**config.mk**
```make
export PLATFORM = sky130hd
export DESIGN_NAME = pipe_stage_reg
export DESIGN_NICKNAME = d
export VERILOG_FILES = /design/src/rtl/pipe_stage_reg.sv
export SDC_FILE = /design/constraint.sdc
export NUM_CORES = 1
export LEC_CHECK = 0
export ABC_AREA = 1
export CORE_UTILIZATION = 43
export CTS_BUF_LIST = sky130_fd_sc_hd__clkbuf_4
export DETAILED_ROUTE_END_ITERATION = 16
export PLACE_DENSITY = 0.7
export RECOVER_POWER = 100
export REMOVE_ABC_BUFFERS = 1
export SLEW_MARGIN = 5
export SYNTH_ARGS = -nofsm -noshare
export SYNTH_HDL_FRONTEND = slang
export SYNTH_SLANG_ARGS = --single-unit
```
**constraint.sdc**
```tcl
create_clock -name clk_i -period 3.5 [get_ports clk_i]
set_input_delay 0.35 -clock clk_i [delete_from_list [all_inputs] [get_ports clk_i]]
set_output_delay 0.35 -clock clk_i [all_outputs]
set_load 0.02 [all_outputs]
```
**src/rtl/pipe_stage_reg.sv**
```systemverilog
// Elastic inter-stage pipeline register: valid/ready handshake with a 2-entry skid buffer,
// synchronous flush to bubbles, and a saturating count of flushed beats.
module pipe_stage_reg #(
    parameter int CTRL_W = 6,
    parameter int DATA_W = 101,
    parameter int CNT_W  = 8
) (
    input  logic              clk_i,
    input  logic              rst_n,
    input  logic              valid_i,
    input  logic [CTRL_W-1:0] ctrl_i,
    input  logic [DATA_W-1:0] data_i,
    output logic              ready_o,
    output logic              valid_o,
    output logic [CTRL_W-1:0] ctrl_o,
    output logic [DATA_W-1:0] data_o,
    input  logic              ready_i,
    input  logic              flush_i,
    output logic [CNT_W-1:0]  flush_cnt_o
);

    // Encoding doubles as occupancy (0/1/2 held beats).
    typedef enum logic [1:0] {
        S_EMPTY = 2'd0,
        S_FULL  = 2'd1,
        S_SKID  = 2'd2
    } state_t;

    localparam logic [CNT_W+1:0] CNT_MAX = {2'b00, {CNT_W{1'b1}}};

    state_t              r_state;
    logic [CTRL_W-1:0]   r_main_ctrl;
    logic [DATA_W-1:0]   r_main_data;
    logic [CTRL_W-1:0]   r_skid_ctrl;
    logic [DATA_W-1:0]   r_skid_data;
    logic [CNT_W-1:0]    r_flush_cnt;

    logic                w_in_xfer;
    logic                w_out_xfer;
    logic [1:0]          w_occ;
    logic [CNT_W+1:0]    w_sum;

    function automatic logic [CNT_W-1:0] sat_cnt(input logic [CNT_W+1:0] sum);
        if (sum > CNT_MAX) begin
            return {CNT_W{1'b1}};
        end
        return sum[CNT_W-1:0];
    endfunction

    assign ready_o     = (r_state != S_SKID);
    assign valid_o     = (r_state != S_EMPTY);
    assign ctrl_o      = r_main_ctrl;
    assign data_o      = r_main_data;
    assign flush_cnt_o = r_flush_cnt;

    assign w_in_xfer  = valid_i & ready_o;
    assign w_out_xfer = valid_o & ready_i;
    assign w_occ      = r_state;

    // Occupancy never falls below the out-transfer, so the sum cannot underflow.
    assign w_sum = {2'b00, r_flush_cnt}
                 + {{CNT_W{1'b0}}, w_occ}
                 - {{(CNT_W+1){1'b0}}, w_out_xfer}
                 + {{(CNT_W+1){1'b0}}, w_in_xfer};

    always_ff @(posedge clk_i or negedge rst_n) begin
        if (!rst_n) begin
            r_state     <= S_EMPTY;
            r_main_ctrl <= '0;
            r_main_data <= '0;
            r_skid_ctrl <= '0;
            r_skid_data <= '0;
            r_flush_cnt <= '0;
        end else if (flush_i) begin
            r_state     <= S_EMPTY;
            r_main_ctrl <= '0;
            r_skid_ctrl <= '0;
            r_flush_cnt <= sat_cnt(w_sum);
        end else begin
            case (r_state)
                S_EMPTY: begin
                    if (w_in_xfer) begin
                        r_main_ctrl <= ctrl_i;
                        r_main_data <= data_i;
                        r_state     <= S_FULL;
                    end
                end
                S_FULL: begin
                    if (w_in_xfer && w_out_xfer) begin
                        r_main_ctrl <= ctrl_i;
                        r_main_data <= data_i;
                    end else if (w_in_xfer) begin
                        r_skid_ctrl <= ctrl_i;
                        r_skid_data <= data_i;
                        r_state     <= S_SKID;
                    end else if (w_out_xfer) begin
                        r_main_ctrl <= '0;
                        r_state     <= S_EMPTY;
                    end
                end
                S_SKID: begin
                    if (w_out_xfer) begin
                        r_main_ctrl <= r_skid_ctrl;
                        r_main_data <= r_skid_data;
                        r_skid_ctrl <= '0;
                        r_state     <= S_FULL;
                    end
                end
                default: begin
                    r_state <= S_EMPTY;
                end
            endcase
        end
    end

endmodule

```
==> flow_summary.ini, run 1 <==
[run_status]
status = finished with violations
violations = max-capacitance violations, max-slew violations

[clock_tree]
insertion_delay_ns = 0.68
cts.sinks = 224
numCtsBuffers = 59
hold_buffers = 1
cts_resized = 0
cts_tree = done
postCtsSetupBuffers = 0
cts.reportedPaths.clkPinSlew_ns = 0.06
cts-root-buf = clkbuf_4
clock_path_buffers = 3
cts_htree_levels = 2

[timing]
rsz0062_at_grt = false
fmax_mhz = 314
min_period_ns = 3.18
worst_pin_slew_ns = 2.21
slew_headroom_pct = -47.1
fin_crit_sh_pct = 90.9
setup_viol = 0
worst_clock_skew_ns = 0.0509
setup_ws_ns = 0.320
finalHoldViolations = 0
setup_tns_ns = 0
finalMaxSlewViolations = 290

[critical_path]
crit_path_cell_trace = inv_1 > ha_4 > buf_4 > inv_1 > clkdlybuf4s50_1
critPathMaxStageDelay_ns = 0.63
critPathBufInv = 4
crit_type = flip-flop to primary output
reg2reg_depth = 8
r2r_start = r_state[0]
startpoint_type = flip-flop
cp_slowest_cell = buf_4
crit_family = buffers and inverters
cp_common_cell = inv_1
cp.arrival_ns = 2.83
crit_fanout = 99
critPathCaptureType = primary output
worstReg2RegEnd = data_o[51]
worstPathRequired_ns = 3.15
rrSetupSlack_ns = 0.42

[global_route]
grt_pass1_vias = 8502
grt-ovfl-total = 0
grt_max_degree = 108
groute.usage.overall_pct = 19.8
antenna_found_initial = 1
grt_pass1_wl_um = 39900

[synthesis]
synth.top_cell.area_share_pct = 53.8
synth_cell_types = 23
synth_xor_area_share_pct = 0.168
muxShareOfSynthArea_pct = 0
syn-cell-area_um2 = 10400
synth_top_family_by_area = compound AO/OA/AOI/OAI gates
synth-simple-area-share_pct = 15.8
ys_ff_latch = 224
synth_adder_area_share_pct = 2.07
synth_top_cell_by_area = dfrtp_1
syn_inst = 1299
synth_compound_area_share_pct = 16.1
synth-seq-area-share_pct = 53.8
synth_area_leaders = dfrtp_1, o21ai_0, nand2_1, inv_1, ha_1
yosysWarnings = 0
syn_area_per_cell_um2 = 8.01

[finish]
finalNonFillerCells = 1892
area_growth_pct = 30.6
final_cell_mix = nand2_1, o21ai_0, inv_1, dfrtp_1, dlygate4sd3_1
layout-drive-gt1-share_pct = 6.69
final_common_cell = nand2_1
finalNetCount = 1656

[drt]
via_per_inst = 4.67
drc = 0
dr.first_iter.drc_count = 443
wl_um = 23700
num_vias = 8836
wl_per_cell_um = 12.5
drtPass1Iterations = 5
ant_nets = 0

[place]
dp_slack_ns = 0.497
dp.final_hpwl_um = 15600
gp_congestion = 0.773
io_buffers = 228
place_inst = 1785

[power]
power.density_nw_per_um2 = 844
peakVddDrop_v = 0.000388
p_leak_nw = 6.67
fin_total_pwr_mw = 11.5

[min_path]
hp-class = primary input to flip-flop
whs_endpoint = r_skid_data[95]
hold_start = data_i[95]
whs_path_depth = 3

[floorplan]
fp.coreArea_um2 = 23600
io_pins = 229
die_area_um2 = 24800
dieWidth_um = 158
start_util_pct = 44.1
fp-row-count = 56
die_height_um = 158

[job]
cap_violations = 3
-- power breakdown --
group	switching [mW]	internal, mW	leakage (nW)
registers	0.678	3.80	2.78
clock network	1.06	1.23	0.439
logic	2.81	1.89	3.45
total	4.55	6.92	6.67
-- how the worst max path moves through the flow --
| stage | cells after the start | end | start | slack [ns] |
|---|---|---|---|---|
| final | 5 | ready_o | r_state[0] | 0.32 |
| after global routing | 5 | ready_o | r_state[0] | 0.008 |
| after CTS | 5 | ready_o | r_state[0] | 0.20 |
| after detailed placement | 16 | flush_cnt_o[5] | ready_i | 0.50 |
| after global placement | 16 | flush_cnt_o[4] | ready_i | 0.51 |
| after floorplan | 6 | data_o[0] | r_state[0] | -4.86 |
-- cell type report --
type	instances	area [um2]
Antenna cell	3	7.51
Clock buffer	83	623
Clock inverter	20	133
Fill cell	2174	10000
Inverter	236	886
Multi-Input combinational cell	769	3580
Sequential cell	224	5610
Tap cell	319	399
Timing Repair Buffer	238	2360
-- routing by layer --
metal | part of all wire [%] | vias up | GRT usage [%]
li1 | - | 4496 | -
met1 | 46 | 4052 | 26.7
met2 | 45 | 249 | 30.3
met3 | 6.7 | 39 | 5.86
met4 | 2.0 | 0 | 6.70
met5 | 0 | - | 0
-- synth_stat cells, drive strengths merged --
| cell type | count |
|---|---|
| nand2 | 364 |
| o21ai | 320 |
| inv | 236 |
| dfrtp | 224 |
| buf | 37 |
| clkbuf | 33 |
| nor2 | 33 |
| nand3 | 16 |
| ha | 14 |
| a22oi | 6 |
| or2 | 4 |
| nand3b | 3 |
| a21oi | 2 |
| fa | 2 |
| xor2 | 2 |
| a211oi | 1 |
| nand4 | 1 |
| o211ai | 1 |
-- worst min-delay path: cells and delay by family --
family                 cells  cell delay (ns)
buffers and inverters      2             0.45
AOI/OAI and AO/OA          1             0.07
-- per-stage QoR --
stage | hold slack, ns | cell area (um2) | util [%]
6_report | 0.235 | 13600 | 57.6
5_1_grt | 0.197 | 13600 | 57.6
4_1_cts | 0.170 | 13600 | 57.7
3_5_place_dp | 0.390 | 12900 | 54.5
3_3_place_gp | 0.394 | 12900 | 54.5
2_1_floorplan | 0.0544 | 10000 | -
-- state kept, by name, indices dropped and copies added, names as in the netlist --
register / count
ctrl_o: 6
data_o: 101
flush_cnt_o: 8
r_skid_ctrl: 6
r_skid_data: 101
r_state: 2
-- cells by family after synthesis --
logic type / after synthesis
buf+inv: 306
fa+ha+maj: 16
xor+xnor: 2
compound gates: 330
flops: 224
simple gates: 421
No activity file was read; power rests on OpenSTA's default activity.
==> run 2, diff against run 1 <==
Settings changed: CORE_MARGIN set to 3, SKIP_LAST_GASP set to 1, SLEW_MARGIN 5 to 20.
==> run 2 against run 1 <==
The flow still finishes with violations (max-capacitance violations, max-slew violations). Routed wire length grew 1.2%. Die area grew 5.1%. Clock power shrank 3%. Sequential share of layout area shrank 0.11 points. First-iteration DRC count grew 26%. Clock skew shrank 0.024 ns. Non-clock buffer count grew 1. Count of clock-buffer cells in the layout grew 4. Critical path type is now flip-flop to flip-flop. Highest routed layer unchanged.
==> flow_summary.ini, run 2 (same netlist as run 1, synthesis figures left out) <==
[drt]
wl_um = 24000
num_vias = 8834
wl_per_cell_um = 12.7
drtPass1Iterations = 5
dr.first_iter.drc_count = 556
via_per_inst = 4.67
drc = 0
ant_nets = 0

[clock_tree]
cts.reportedPaths.clkPinSlew_ns = 0.07
cts_htree_levels = 2
cts.sinks = 224
insertion_delay_ns = 0.65
clock_path_buffers = 3
cts-root-buf = clkbuf_4
numCtsBuffers = 58
cts_resized = 0
cts_tree = done

[critical_path]
reg2reg_depth = 9
cp.arrival_ns = 3.62
worstReg2RegEnd = data_o[87]
cp_slowest_cell = clkbuf_2
cp_common_cell = nand2_1
rrSetupSlack_ns = 0.44
critPathMaxStageDelay_ns = 0.76
crit_path_cell_trace = inv_1 > ha_4 > clkbuf_2 > nand2_1 > o21ai_1 > a211oi_4 > buf_12 > nand2_1 > o21ai_0
crit_fanout = 118
critPathCaptureType = flip-flop
worstPathRequired_ns = 4.06
r2r_start = r_state[0]
crit_type = flip-flop to flip-flop
startpoint_type = flip-flop

[power]
peakVddDrop_v = 0.000431
internal-power_mw = 6.91
p_sw_share_pct = 39.6
power.density_nw_per_um2 = 839
power_frac_comb_pct = 41.4
pwr-share-clk_pct = 19.4
p_seq_share_pct = 39.2
fin_total_pwr_mw = 11.4
p_leak_nw = 6.69
p_switching_mw = 4.52

[floorplan]
dieWidth_um = 162
start_util_pct = 44.1
fp.coreArea_um2 = 23600
die_area_um2 = 26100
fp-row-count = 56
die_height_um = 162
io_pins = 229

[min_path]
hp-class = primary input to flip-flop
whs_path_depth = 3
hold_start = data_i[67]
whs_endpoint = r_skid_data[67]

[timing]
setup_tns_ns = 0
worst_clock_skew_ns = 0.0273
fmax_mhz = 327
finalHoldViolations = 0
rsz0062_at_grt = false
slew_headroom_pct = -79.3
finalMaxSlewViolations = 104
fin_crit_sh_pct = 87.4
setup_viol = 0
min_period_ns = 3.06
worst_pin_slew_ns = 2.69

[finish]
multi_input_area_um2 = 3580
layout-drive-gt1-share_pct = 7.13
final_common_cell = nand2_1
area_growth_pct = 30.9
finalNetCount = 1656
final_cell_mix = nand2_1, o21ai_0, inv_1, dfrtp_1, dlygate4sd3_1
n_fill_cell = 2164
regArea_um2 = 5610

[place]
dp.final_hpwl_um = 15900
gp_congestion = 0.814
io_buffers = 228

[global_route]
grt-ovfl-total = 0
grt_pass1_vias = 8458
grt_pass1_wl_um = 40300
antenna_found_initial = 1
grt_max_degree = 141
groute.usage.overall_pct = 18.4

[run_status]
violations = max-capacitance violations, max-slew violations
status = finished with violations

[job]
cap_violations = 1
[run 2: timing repair]
item,CTS,global route
endpoints found under the hold margin,101,0
buffers inserted,0,0
hold buffers,1,0
[run 2: through the flow]
step / cell area (um2) / std cells / util, % / hold slack, ns / worst slack, ns
after floorplan: 10000 / 1229 / - / 0.0544 / -4.86
after global placement: 12900 / 1785 / 54.5 / 0.466 / 0.506
after detailed placement: 12900 / 1785 / 54.5 / 0.472 / 0.472
after CTS: 13600 / 1888 / 57.7 / 0.190 / 0.603
after global routing: 13600 / 1890 / 57.7 / 0.220 / 0.162
final: 13600 / 1890 / 57.7 / 0.268 / 0.442
[run 2: critical path: cells and delay by family (launching register included)]
kind,cells,cell delay [ns]
AOI/OAI and AO/OA,3,0.56
adders and majority gates,1,0.21
buffers and inverters,3,1.23
DFF,1,0.39
and+or+nand+nor,2,0.43
[run 2: how the worst max path moves through the flow]
stage,startpoint,to,slack [ns],depth (start not counted)
floorplan,r_state[0],data_o[0],-4.86,6
global placement,ready_i,flush_cnt_o[4],0.51,16
detailed placement,ready_i,flush_cnt_o[5],0.47,16
CTS,r_state[0],flush_cnt_o[5],0.60,16
global route,r_state[0],data_o[87],0.16,9
finish,r_state[0],data_o[87],0.44,9
[run 2: layout make-up]
cell class,instances,share of cell area (%)
Clock inverter,15,0.633
Inverter,236,6.50
Antenna cell,1,0.0184
Sequential cell,224,41.1
Tap cell,319,2.93
Timing Repair Buffer,239,17.7
Multi-Input combinational cell,769,26.3
Clock buffer,87,4.79
[run 2: power groups by stage]
stage,registers (mW),clock network (mW),logic [mW]
2_1_floorplan,5.18,0,2.26
3_3_place_gp,4.51,0,4.90
3_5_place_dp,4.53,0,5.02
4_1_cts,4.51,2.32,5.03
5_1_grt,4.63,2.46,5.35
6_report,4.48,2.22,4.73
[run 2: layer usage]
metal	GRT usage [%]	share of wire, %
met4	5.20	1.9
met1	24.9	45
met5	0	0
met2	29.4	46
met3	5.10	7.2
